**config.mk**
```make
export PLATFORM = sky130hd
export DESIGN_NAME = cork_tray_counter_flat
export DESIGN_NICKNAME = d
export VERILOG_FILES = /design/src/rtl/cork_pkg.sv /design/src/rtl/cork_tray_counter_if.sv /design/src/rtl/rise_detect.sv /design/src/rtl/cork_tray_counter.sv /design/src/flat_wrapper.sv
export SDC_FILE = /design/constraint.sdc
export NUM_CORES = 1
export LEC_CHECK = 0
export BUFFER_PORTS_ARGS = -buffer_cell sky130_fd_sc_hd__buf_2
export CAP_MARGIN = 20
export CORE_MARGIN = 3
export CORE_UTILIZATION = 40
export CTS_CLUSTER_SIZE = 20
export DETAILED_ROUTE_END_ITERATION = 16
export GPL_TIMING_DRIVEN = 0
export PLACE_DENSITY_LB_ADDON = 0.25
export SYNTH_ARGS = -nofsm -noshare
export SYNTH_HDL_FRONTEND = slang
export SYNTH_SLANG_ARGS = --single-unit
```
**constraint.sdc**
```tcl
create_clock -name clk -period 2.8 [get_ports clk]
set_clock_uncertainty 0.1 [all_clocks]
set_input_delay 0.14 -clock clk [delete_from_list [all_inputs] [get_ports clk]]
set_output_delay 0.14 -clock clk [all_outputs]
set_load 0.01 [all_outputs]
```
**src/rtl/cork_pkg.sv**
```systemverilog
// Shared definitions for the cork tray counter and the dispenser that consumes its CR/BZ status.
package cork_pkg;
  localparam int CNT_W_DEF      = 5;
  localparam int CAP_DEF        = 20;
  localparam int LOW_THR_DEF    = 5;
  localparam int REFILL_QTY_DEF = 15;
  localparam int INIT_CNT_DEF   = 0;

  typedef enum logic [1:0] {
    IDLE = 2'b00,
    FEED = 2'b01,
    HOLD = 2'b10
  } state_t;
endpackage

```
**src/rtl/cork_tray_counter_if.sv**
```systemverilog
// Tray counter bus: station/dispenser inputs, status outputs and the debug FSM state.
// With CORK_STATS_EN defined the bus also carries the total_used and batches statistics.
// Handshake: all inputs are sampled on the rising clock edge; use_cork and operator_fill are
// single-cycle pulses, AD is a level; there is no ready/back-pressure, every pulse is consumed.
interface cork_tray_counter_if #(
  parameter int CNT_W = cork_pkg::CNT_W_DEF
);
  logic             use_cork;
  logic             AD;
  logic             operator_fill;
  logic             CR;
  logic             BZ;
  logic [CNT_W-1:0] count;
  logic             feeding;
  logic             underflow;
  cork_pkg::state_t state;
`ifdef CORK_STATS_EN
  logic [15:0]      total_used;
  logic [7:0]       batches;

  modport master (output use_cork, AD, operator_fill,
                  input  CR, BZ, count, feeding, underflow, state, total_used, batches);
  modport slave  (input  use_cork, AD, operator_fill,
                  output CR, BZ, count, feeding, underflow, state, total_used, batches);
`else
  modport master (output use_cork, AD, operator_fill,
                  input  CR, BZ, count, feeding, underflow, state);
  modport slave  (input  use_cork, AD, operator_fill,
                  output CR, BZ, count, feeding, underflow, state);
`endif
endinterface

```
**src/rtl/rise_detect.sv**
```systemverilog
// Registered rising-edge detector: pulse is high in the first cycle d is seen high after being low.
module rise_detect (
    input  logic clk,
    input  logic reset,
    input  logic d,
    output logic pulse
);
    logic d_q;

    always_ff @(posedge clk) begin
        if (reset) d_q <= 1'b0;
        else       d_q <= d;
    end

    assign pulse = d & ~d_q;
endmodule

```
**src/rtl/cork_tray_counter.sv**
```systemverilog
// Cork tray counter: tracks tray fill, meters refill batches on AD rise, decodes CR/BZ status.
// Optional CORK_STATS_EN adds total_used and batches statistics counters.
module cork_tray_counter
    import cork_pkg::*;
#(
    parameter int CAP        = CAP_DEF,
    parameter int LOW_THR    = LOW_THR_DEF,
    parameter int REFILL_QTY = REFILL_QTY_DEF,
    parameter int INIT_CNT   = INIT_CNT_DEF,
    parameter int CNT_W      = CNT_W_DEF
) (
    input  logic                clk,
    input  logic                reset,
    cork_tray_counter_if.slave  bus
);
    localparam logic [CNT_W-1:0] CAP_C    = CNT_W'(CAP);
    localparam logic [CNT_W-1:0] LOW_C    = CNT_W'(LOW_THR);
    localparam logic [CNT_W-1:0] INIT_C   = CNT_W'(INIT_CNT);
    localparam logic [CNT_W-1:0] QTY_LAST = CNT_W'(REFILL_QTY - 1);

    state_t           state_q;
    logic [CNT_W-1:0] count_q;
    logic [CNT_W-1:0] count_nxt;
    logic [CNT_W-1:0] fed_q;
    logic             underflow_q;
    logic             ad_rise;
    logic             at_cap;
    logic             empty;
    logic             feed_inc;
    logic             dec;
`ifdef CORK_STATS_EN
    logic [15:0]      total_used_q;
    logic [7:0]       batches_q;
`endif

    rise_detect u_ad_rise (
        .clk   (clk),
        .reset (reset),
        .d     (bus.AD),
        .pulse (ad_rise)
    );

    // operator_fill wins over both feeding and taking in the same cycle
    always_comb begin
        at_cap    = (count_q == CAP_C);
        empty     = (count_q == '0);
        feed_inc  = (state_q == FEED) && !at_cap && !bus.operator_fill;
        dec       = bus.use_cork && !empty && !bus.operator_fill;
        count_nxt = count_q;
        if (bus.operator_fill) count_nxt = CAP_C;
        else                   count_nxt = count_q + CNT_W'(feed_inc) - CNT_W'(dec);
    end

    always_ff @(posedge clk) begin
        if (reset) begin
            count_q     <= INIT_C;
            state_q     <= IDLE;
            fed_q       <= '0;
            underflow_q <= 1'b0;
`ifdef CORK_STATS_EN
            total_used_q <= '0;
            batches_q    <= '0;
`endif
        end else begin
            count_q <= count_nxt;
            if (bus.use_cork && empty && !bus.operator_fill) underflow_q <= 1'b1;
`ifdef CORK_STATS_EN
            if (dec) total_used_q <= total_used_q + 16'd1;
`endif
            case (state_q)
                IDLE: begin
                    if (ad_rise) begin
                        state_q <= FEED;
                        fed_q   <= '0;
`ifdef CORK_STATS_EN
                        batches_q <= batches_q + 8'd1;
`endif
                    end
                end
                FEED: begin
                    // no increment means full tray or hand fill: batch is over either way
                    if (!feed_inc) begin
                        state_q <= HOLD;
                    end else begin
                        fed_q <= fed_q + 1'b1;
                        if (fed_q == QTY_LAST || count_nxt == CAP_C) state_q <= HOLD;
                    end
                end
                HOLD: begin
                    if (!bus.AD) state_q <= IDLE;
                end
                default: state_q <= IDLE;
            endcase
        end
    end

    assign bus.count     = count_q;
    assign bus.CR        = (count_q <= LOW_C);
    assign bus.BZ        = empty;
    assign bus.feeding   = (state_q == FEED);
    assign bus.underflow = underflow_q;
    assign bus.state     = state_q;
`ifdef CORK_STATS_EN
    assign bus.total_used = total_used_q;
    assign bus.batches    = batches_q;
`endif
endmodule

```
**src/flat_wrapper.sv**
```systemverilog
// flat-port wrapper written by rule: the top's interface ports become plain ports
module cork_tray_counter_flat import cork_pkg::*;
#(
    parameter int CAP        = CAP_DEF,
    parameter int LOW_THR    = LOW_THR_DEF,
    parameter int REFILL_QTY = REFILL_QTY_DEF,
    parameter int INIT_CNT   = INIT_CNT_DEF,
    parameter int CNT_W      = CNT_W_DEF
)
  (clk, reset, bus_use_cork, bus_AD, bus_operator_fill, bus_CR, bus_BZ, bus_count, bus_feeding, bus_underflow, bus_state);
  cork_tray_counter_if #(.CNT_W(CNT_W)) bus_i ();
  input  logic clk;
  input  logic reset;
  input wire logic [$bits(bus_i.use_cork)-1:0] bus_use_cork;
  input wire logic [$bits(bus_i.AD)-1:0] bus_AD;
  input wire logic [$bits(bus_i.operator_fill)-1:0] bus_operator_fill;
  output wire logic [$bits(bus_i.CR)-1:0] bus_CR;
  output wire logic [$bits(bus_i.BZ)-1:0] bus_BZ;
  output wire logic [$bits(bus_i.count)-1:0] bus_count;
  output wire logic [$bits(bus_i.feeding)-1:0] bus_feeding;
  output wire logic [$bits(bus_i.underflow)-1:0] bus_underflow;
  output wire logic [$bits(bus_i.state)-1:0] bus_state;
  assign bus_i.use_cork = bus_use_cork;
  assign bus_i.AD = bus_AD;
  assign bus_i.operator_fill = bus_operator_fill;
  assign bus_CR = bus_i.CR;
  assign bus_BZ = bus_i.BZ;
  assign bus_count = bus_i.count;
  assign bus_feeding = bus_i.feeding;
  assign bus_underflow = bus_i.underflow;
  assign bus_state = bus_i.state;
  cork_tray_counter #(.CAP(CAP), .LOW_THR(LOW_THR), .REFILL_QTY(REFILL_QTY), .INIT_CNT(INIT_CNT), .CNT_W(CNT_W)) u_core (.clk(clk), .reset(reset), .bus(bus_i));
endmodule
```
==> Word level (Yosys, flattened, before mapping) <==
Index checks and enable logic that the tools add are counted.
{ "word_totals": {"in_bits": 5, "wordCells": 44, "reg_bits": 14} }
{ "classes": {"reduce_logical": 15, "muxes": 9, "n_bitwise": 2, "order_cmp": 1, "add_sub_neg": 3, "n_eq_ne": 9} }
{ "op_table": {"columns": ["cell", "n"], "rows": [
  ["two-way mux 5 bit", 3],
  ["equality test 5 bit, second input constant", 2],
  ["one-hot mux 5 bit (2 select lines)", 1],
  ["two-way mux 2 bit", 4],
  ["logical AND 1 bit", 6],
  ["one-hot mux 2 bit (3 select lines)", 1],
  ["AND reduction 3 bit", 2],
  ["adder 5 x 1 -> 5 bit", 1],
  ["adder 5 x 1 -> 5 bit, second input constant", 1],
  ["equality test 5 x 4 -> 1 bit, second input constant", 1],
  ["<= comparator 5 x 3 -> 1 bit, second input constant", 1],
  ["logical NOT 5 bit", 1],
  ["subtractor 5 x 1 -> 5 bit", 1],
  ["inequality test 2 x 1 -> 1 bit, second input constant", 2],
  ["logical NOT 1 bit", 3],
  ["inequality test 3 bit, second input constant", 1],
  ["equality test 2 x 1 -> 1 bit, second input constant", 1],
  ["equality test 2 bit, second input constant", 1],
  ["logical NOT 2 bit", 1],
  ["inequality test 2 bit, second input constant", 1],
  ["nonzero test 2 bit", 1],
  ["AND 1 bit", 1],
  ["logical OR 1 bit", 1],
  ["NOT 1 bit", 1]
]} }

==> Logic depth before layout (Yosys ltp) <==
Gate-level depths: netlist of run 1.
{ "depth": {"word_depth": 12, "depth_mapped": 14} }

==> Cells and area by module <==
A second synthesis of run 1 with hierarchy kept.
{ "unflattened": {"hier_cells": 101, "hier_area_um2": 908.4} }
{ "modules_own_cells": {"columns": ["module", "n_inst", "seq_area_each_um2", "cells_each", "area_each_um2"], "rows": [
  ["cork_tray_counter", 1, 260.2, 98, 860.8],
  ["rise_detect", 1, 20.0, 3, 47.5]
]} }

==> Worst setup path before layout of run 1 <==
OpenSTA, ideal clock, no wires.
{ "synth_path": {"path_type": "reg2reg", "from": "reg u_core.count_q[2], in the netlist u_core.bus.count[2]", "to": "reg u_core.state_q[0], in the netlist u_core.bus.state[0]", "n_path_buf": 0, "period_less_slack_ns": 3.128, "required_ns": 2.585, "arrival_ns": 2.913, "setup_ns": 0.115, "path_slack_ns": -0.328, "path_stages_with_launch": 15, "path_cell_list": "dfxtp_1 > inv_1 > ha_1 > nor4b_1 > nor3b_1 > ha_1 > inv_1 > ha_1 > inv_1 > fa_1 > nand2b_1 > a21oi_1 > xnor2_1 > a31oi_1 > o21ba_2"} }
{ "synth_via": {"word_cells_on_any_way": 17, "cone_classes": "add/sub (2); eq/ne (3); mux (3); reduce/logical (9)"} }
{ "synth_lines": {"columns": ["item", "line", "rtl"], "rows": [
  ["start: declaration", "cork_tray_counter.sv:22", "logic [CNT_W-1:0] count_q;"],
  ["start signal: assignment", "cork_tray_counter.sv:65", "count_q <= count_nxt;"],
  ["logical NOT 5 bit", "cork_tray_counter.sv:46", "empty = (count_q == '0);"],
  ["named net bus_BZ", "flat_wrapper.sv:18", "output wire logic [$bits(bus_i.BZ)-1:0] bus_BZ;"],
  ["logical NOT 1 bit", "cork_tray_counter.sv:48", "dec = bus.use_cork && !empty && !bus.operator_fill;"],
  ["logical AND 1 bit (2 in series)", "cork_tray_counter.sv:48", null],
  ["subtractor 5 x 1 -> 5 bit", "cork_tray_counter.sv:51", "else count_nxt = count_q + CNT_W'(feed_inc) - CNT_W'(dec);"],
  ["two-way mux 5 bit", "cork_tray_counter.sv:50", "if (bus.operator_fill) count_nxt = CAP_C;"],
  ["equality test 5 bit", "cork_tray_counter.sv:86", "if (fed_q == QTY_LAST || count_nxt == CAP_C) state_q <= HOLD;"],
  ["logical OR 1 bit", "cork_tray_counter.sv:86", null],
  ["inequality test 3 bit (no line)", null, null],
  ["AND reduction 3 bit (no line)", null, null],
  ["end signal: assignment", "cork_tray_counter.sv:86", null],
  ["end signal: assignment", "cork_tray_counter.sv:90", "if (!bus.AD) state_q <= IDLE;"],
  ["end signal: assignment", "cork_tray_counter.sv:92", "default: state_q <= IDLE;"],
  ["end: declaration", "cork_tray_counter.sv:21", "state_t state_q;"]
]} }
The timed path passes the listed nets, and every way through them passes these cells.
A chain may end at the register's enable or synchronous reset.

==> Worst setup path in the final report of run 1 <==
{ "layout_path": {"from": "reg u_core.count_q[3], in the netlist u_core.bus.count[3]", "to": "reg u_core.state_q[0], in the netlist u_core.bus.state[0]"} }
{ "layout_via": {"elab_chain_len": 11, "word_cells_on_any_way": 17, "cone_classes": "add/sub (2); eq/ne (3); mux (3); reduce/logical (9)"} }
{ "layout_lines": {"columns": ["item", "line", "rtl"], "rows": [
  ["equality test 5 bit", "cork_tray_counter.sv:45", "at_cap = (count_q == CAP_C);"],
  ["logical NOT 1 bit", "cork_tray_counter.sv:47", "feed_inc = (state_q == FEED) && !at_cap && !bus.operator_fill;"],
  ["logical AND 1 bit (2 in series)", "cork_tray_counter.sv:47", null],
  ["adder 5 x 1 -> 5 bit", "cork_tray_counter.sv:51", null],
  ["subtractor 5 x 1 -> 5 bit", "cork_tray_counter.sv:51", null],
  ["two-way mux 5 bit", "cork_tray_counter.sv:50", null],
  ["equality test 5 bit", "cork_tray_counter.sv:86", null],
  ["logical OR 1 bit", "cork_tray_counter.sv:86", null],
  ["inequality test 3 bit (no line)", null, null],
  ["AND reduction 3 bit (no line)", null, null]
]} }
Parallel ways exist; a longest one is shown, timed or not.

==> results.json, run 1 <==
{
  "endpoint_kind": "register",
  "relSlewSlack_pct": 58.7,
  "area_delta_synth_final_pct": 36.9,
  "syn_nets": 114,
  "clk_pin_slew_ps": 80,
  "globalplace.congestion": 0.756,
  "n_antenna_cell": 0,
  "syn_area_um2": 872,
  "drive_above_1_share_pct": 41.1,
  "min-delay-start": "bus_use_cork",
  "ys_seq_area_share_pct": 32.1,
  "period_minus_slack_ps": 2700,
  "p_comb_share_pct": 45.4,
  "wl_per_cell_um": 12.1,
  "antenna_found_initial": 0,
  "cts_sinks": 14,
  "synth_edf_count": 0,
  "fp.dieW_um": 52.7,
  "drtPass1Iterations": 4,
  "cts_tree": "done",
  "synth_top_flop_cell": "dfxtp_1",
  "die-height_um": 52.7,
  "setup.worst_path.start_class": "register",
  "design_area_um2": 1190,
  "worstHoldPathType": "in -> reg",
  "r2r_end": "u_core.bus.state[0]",
  "htreeDepth": 1,
  "hold-path-endpoint": "u_core.bus.underflow",
  "grt_overflow": 0,
  "worst_pin_slew_ps": 617,
  "outcome": "complete, no violations",
  "p_sw_share_pct": 34.2,
  "criticalPathCategory": "reg -> reg",
  "power.internal_mw": 0.464,
  "r2r_cells": 14,
  "p_sw_mw": 0.242,
  "synth_top_cell_by_area": "dfxtp_1",
  "dieArea_um2": 2780,
  "via_per_inst": 4.94,
  "grt_usage_pct": 15.1,
  "power.leakage_nw": 0.519,
  "slew_violations": 0,
  "ys_warn_count": 0,
  "top_level_ports": 16,
  "post-dp-hpwl_um": 1310,
  "synth_top_area_share_pct": 32.1,
  "clock_latency_ps": 270,
  "synthArstFlopShare_pct": 0,
  "r2r_setup_slack_ps": 100,
  "clockBufferDepth": 2,
  "power_density_nw_per_um2": 591,
  "start_util_pct": 43.1,
  "grt_pass1_vias": 717,
  "ys_seq_elements": 14,
  "core_um2": 2020,
  "period_share_pct": 96.4,
  "fin_nets": 143,
  "setup_violations": 0,
  "via_count": 746,
  "clkPwrFrac_pct": 20.0,
  "vdd_drop_max_mv": 0.400,
  "drtAntennaViolNets": 0,
  "postLayoutCoreUtil_pct": 59.0,
  "place_area_um2": 992,
  "grt_pass1_wl_um": 3070,
  "cap_viol_max_count": 0,
  "cts_buffers": 3,
  "drt_iter0_markers": 4,
  "yosysUniqueCellTypes": 33,
  "cp_max_fo": 3,
  "synth_area_leaders": "dfxtp_1, ha_1, inv_1, nor2_1, a21oi_1",
  "required_ps": 2870,
  "port_buffers": 14,
  "r2r-start": "u_core.bus.count[3]",
  "synth_cells": 96,
  "synth_most_common_cell": "dfxtp_1",
  "dp.cells": 137,
  "finalNonFillerCells": 151,
  "avgSynthCellArea_um2": 9.08,
  "yosys-top-cells-count": "dfxtp_1, ha_1, inv_1, nor2_1, a21oi_1",
  "grt_max_degree": 11,
  "routed_wl_um": 1830,
  "seq_power_share_pct": 34.5,
  "cts_root_buf": "clkbuf_4",
  "arrival_ps": 2770,
  "hold_depth": 3,
  "drc_errors": 0,
  "row_count": 16,
  "timing.fmax_mhz": 370,
  "hold_viol": 0
}
[cell usage in the layout, fill, tap and decap left out, drive strengths merged]
master	synthesis	final
nand3	1	1
fa	1	1
nor2	11	11
ha	12	12
xor2	2	2
nand4b	1	1
o21ai	3	3
and3b	1	1
inv	12	12
or3	2	2
nand2	3	3
o31ai	1	1
nor3	4	4
a31oi	2	2
o2111ai	1	1
a21o	1	1
o21a	1	1
o21ba	1	1
buf	1	23
a311oi	1	1
a21oi	7	7
nand2b	2	2
dlygate4sd3	0	2
or2	1	1
xnor2	3	3
clkbuf	1	5
nor2b	2	2
nor4b	2	2
nor3b	2	2
dfxtp	14	14
[power by group through the flow]
stage                     Combinational (mW)  Clock, mW  Sequential [mW]
after floorplan                        0.153          0            0.251
after global placement                 0.212          0            0.247
after detailed placement               0.216          0            0.246
after CTS                              0.264      0.143            0.244
after global routing                   0.352      0.152            0.248
final                                  0.321      0.141            0.244
[critical path: stages (launching register included)]
cell and delay, ps:
dfxtp_2 360, inv_4 50, ha_4 150, nor4b_4 130, nor3b_2 180, ha_1 260, inv_2 70, ha_4 130
inv_2 40, fa_2 360, nand2b_4 160, a21oi_4 140, xnor2_2 140, a31oi_2 130, o21ba_2 210
[cell type report]
class	count	area (µm²)
Fill cell	173	828
Multi-Input combinational cell	68	622
Sequential cell	14	287
Timing Repair Buffer	24	150
Inverter	12	50.0
Clock buffer	4	36.3
Tap cell	27	33.8
Buffer	2	15.0
[registers in the layout (all words and copies together), names as in the netlist]
name / cells
u_core.bus.count: 5
u_core.bus.state: 2
u_core.bus.underflow: 1
u_core.fed_q: 5
u_core.u_ad_rise.d_q: 1
[cells by family (layout without fill, tap and decap cells)]
logic type               count (synthesis)  after routing  share of synthesized area [%]
AO/OA/AOI/OAI                           18             18                           14.9
XOR/XNOR                                 5              5                           5.02
adder cells (fa/ha/maj)                 13             13                           19.5
buffers and inverters                   14             42                           6.89
flip-flops                              14             14                           32.1
AND/OR/NAND/NOR                         32             32                           21.5
[worst max-delay path by stage]
stage                             start                  end  slack [ps]  cells past startpoint
floorplan           u_core.bus.count[2]  u_core.bus.state[0]          20                     14
global placement    u_core.bus.count[2]  u_core.bus.state[0]        -220                     14
detailed placement  u_core.bus.count[2]  u_core.bus.state[0]        -210                     14
CTS                 u_core.bus.count[2]  u_core.bus.state[0]          -3                     14
global route        u_core.bus.count[3]  u_core.bus.state[0]         -20                     14
finish              u_core.bus.count[3]  u_core.bus.state[0]         100                     14
[metrics by stage]
step / total power [mW] / setup WS (ps) / setup TNS [ps] / hold WS, ps
3_5_place_dp: 0.462 / -211 / -363 / 250
3_3_place_gp: 0.459 / -224 / -383 / 244
5_1_grt: 0.753 / -16.6 / -16.6 / 43.5
6_report: 0.705 / 100 / 0 / 20.5
4_1_cts: 0.651 / -3.49 / -3.49 / 20.5
2_1_floorplan: 0.404 / 19.9 / 0 / 123
[routing by layer]
metal	track usage [%]	share of wire (%)	vias to the layer above
met5	0	0	-
met4	5.53	1.5	0
met3	2.56	3.5	6
met2	25.8	49	15
met1	18.6	46	341
li1	-	-	384
[repair_timing]
item,4_1_cts,5_1_grt
endpoints found under the setup margin,2,2
gates resized for setup,14,7
setup buffers,7,1
hold buffers,2,0
endpoints found under the hold margin,4,0
pin swaps,8,8
Power figures use the tool's default switching activity.
==> inputs of run 2 (changes only) <==
Clock period 2.8 ns to 2.3 ns, I/O delays scaled along.
==> run 2 against run 1 <==
The flow now finishes with violations (setup timing); count of clock-buffer cells in the layout unchanged; setup slack worse by 530 ps; combinational power up 31%; maximum frequency down 1.2%; flip-flop and latch count unchanged; sequential power up 23%; largest cell class unchanged; first-iteration DRC count down 50%; register-to-register slack worse by 530 ps; global-route usage up 0.64 points; non-clock buffer count up 7; power up 27%.
==> results.json, run 2 (same netlist as run 1, synthesis figures left out) <==
{
  "outcome": "finished, violations left",
  "violations": "setup timing",
  "criticalPathCategory": "reg -> reg",
  "core_um2": 2020,
  "critPathLaunch": "u_core.bus.count[2]",
  "multiInputGateArea_um2": 623,
  "grt_usage_pct": 15.7,
  "layout_common_cells": "buf_2, buf_4, nor2_1, ha_1, dfxtp_1",
  "rsz0062_at_grt": "yes",
  "endpoint_kind": "register",
  "grt_overflow": 0,
  "slowest_delay_ps": 360,
  "cts_buffers": 3,
  "area_delta_synth_final_pct": 44.0,
  "fin_nets": 150,
  "cts_tree": "done",
  "drt_iter0_markers": 2,
  "cap_viol_max_count": 0,
  "drtPass1Iterations": 3,
  "setup_violations": 4,
  "worst_slack_ps": -433,
  "vdd_drop_max_mv": 0.429,
  "regArea_um2": 288,
  "grt_pass1_wl_um": 3240,
  "globalplace.congestion": 0.776,
  "post-dp-hpwl_um": 1370,
  "top_level_ports": 16,
  "routed_wl_um": 1940,
  "grt_pass1_vias": 736,
  "grt_max_degree": 11,
  "slowest_stage": "dfxtp_4",
  "timing.fmax_mhz": 366,
  "via_per_inst": 4.84,
  "n_antenna_cell": 0,
  "fin_tns_setup_ps": -1120,
  "crit_family": "adder cells",
  "clk_pin_slew_ps": 90,
  "fp.dieW_um": 52.7,
  "cts_root_buf": "clkbuf_4",
  "postLayoutCoreUtil_pct": 62.1,
  "design_area_um2": 1260,
  "worst_pin_slew_ps": 586,
  "worstHoldPathType": "in -> reg",
  "drc_errors": 0,
  "r2r-start": "u_core.bus.count[2]",
  "dieArea_um2": 2780,
  "wl_per_cell_um": 12.3,
  "hold_viol": 0,
  "power_density_nw_per_um2": 714,
  "arrival_ps": 2820,
  "critPathBufInv": 3,
  "dp.cells": 137,
  "finalNonFillerCells": 158,
  "required_ps": 2380,
  "die-height_um": 52.7,
  "relSlewSlack_pct": 60.8,
  "antenna_found_initial": 0,
  "cp_cell_sequence": "inv_4, ha_4, nor4b_4, nor3b_2, ha_1, inv_1, ha_2, inv_2, fa_2, nand2b_4, a21oi_4, xnor2_2, a31oi_2, o21ba_2",
  "drtAntennaViolNets": 0,
  "cp_max_fo": 2,
  "slew_violations": 0,
  "drive_above_1_share_pct": 43.5,
  "htreeDepth": 1,
  "fillers": 169,
  "power.total_mw": 0.897,
  "timing.hold.ws_ps": 65.3,
  "port_buffers": 14,
  "period_minus_slack_ps": 2730,
  "cts_sinks": 14,
  "start_util_pct": 43.1,
  "period_share_pct": 119,
  "clock_latency_ps": 280,
  "dp_slack_ps": -608,
  "power.leakage_nw": 0.557,
  "via_count": 765,
  "place_area_um2": 1010,
  "final_common_cell": "buf_2",
  "setup.worst_path.start_class": "register",
  "min-delay-start": "bus_operator_fill",
  "clockBufferDepth": 2,
  "row_count": 16
}
[run 2: cell count changes in the layout (fill, tap and decap cells not counted), sizes merged]
cell	before	now
buf	23	27
dlygate4sd3	2	5
[run 2: where the power goes]
part,total [mW],switching (mW),internal (mW)
combinational,0.421,0.194,0.227
sequential,0.299,0.0332,0.266
clock,0.177,0.0803,0.0963
[run 2: layout make-up]
type / count / share of cell area [%]
multi-input cells: 68 / 49.6
repair buffers: 31 / 16.7
inverters: 12 / 3.98
plain buffers: 2 / 1.20
well taps: 27 / 2.69
flip-flops and latches: 14 / 22.9
clock buffers: 4 / 2.89
[run 2: final timing paths]
check	endpoint	slack [ps]	cells past startpoint
worst max-delay path	u_core.bus.state[0]	-430	14
worst min-delay path	u_core.bus.underflow	70	4
worst max register to register	u_core.bus.state[0]	-430	14
worst min register to register	u_core.bus.underflow	370	2
[run 2: timing repair]
item                                    4_1_cts  5_1_grt
gates resized for setup                      11        5
endpoints found under the setup margin        6        6
buffers inserted                             11        1
hold endpoints to repair                      6        1
hold buffers                                  4        1
pin swaps                                    10        4
[run 2: worst min-delay path, cell delays in order]
cell	delay, ps
buf_6	110
inv_1	50
a31oi_1	70
nor2_1	70
[run 2: per-layer routing]
| metal | up-vias | GRT usage, % | share of wire [%] |
|---|---|---|---|
| li1 | 398 | - | - |
| met1 | 355 | 19.8 | 46 |
| met2 | 12 | 24.4 | 50 |
| met3 | 0 | 5.98 | 4.5 |
| met4 | 0 | 5.11 | 0 |
| met5 | - | 0 | 0 |
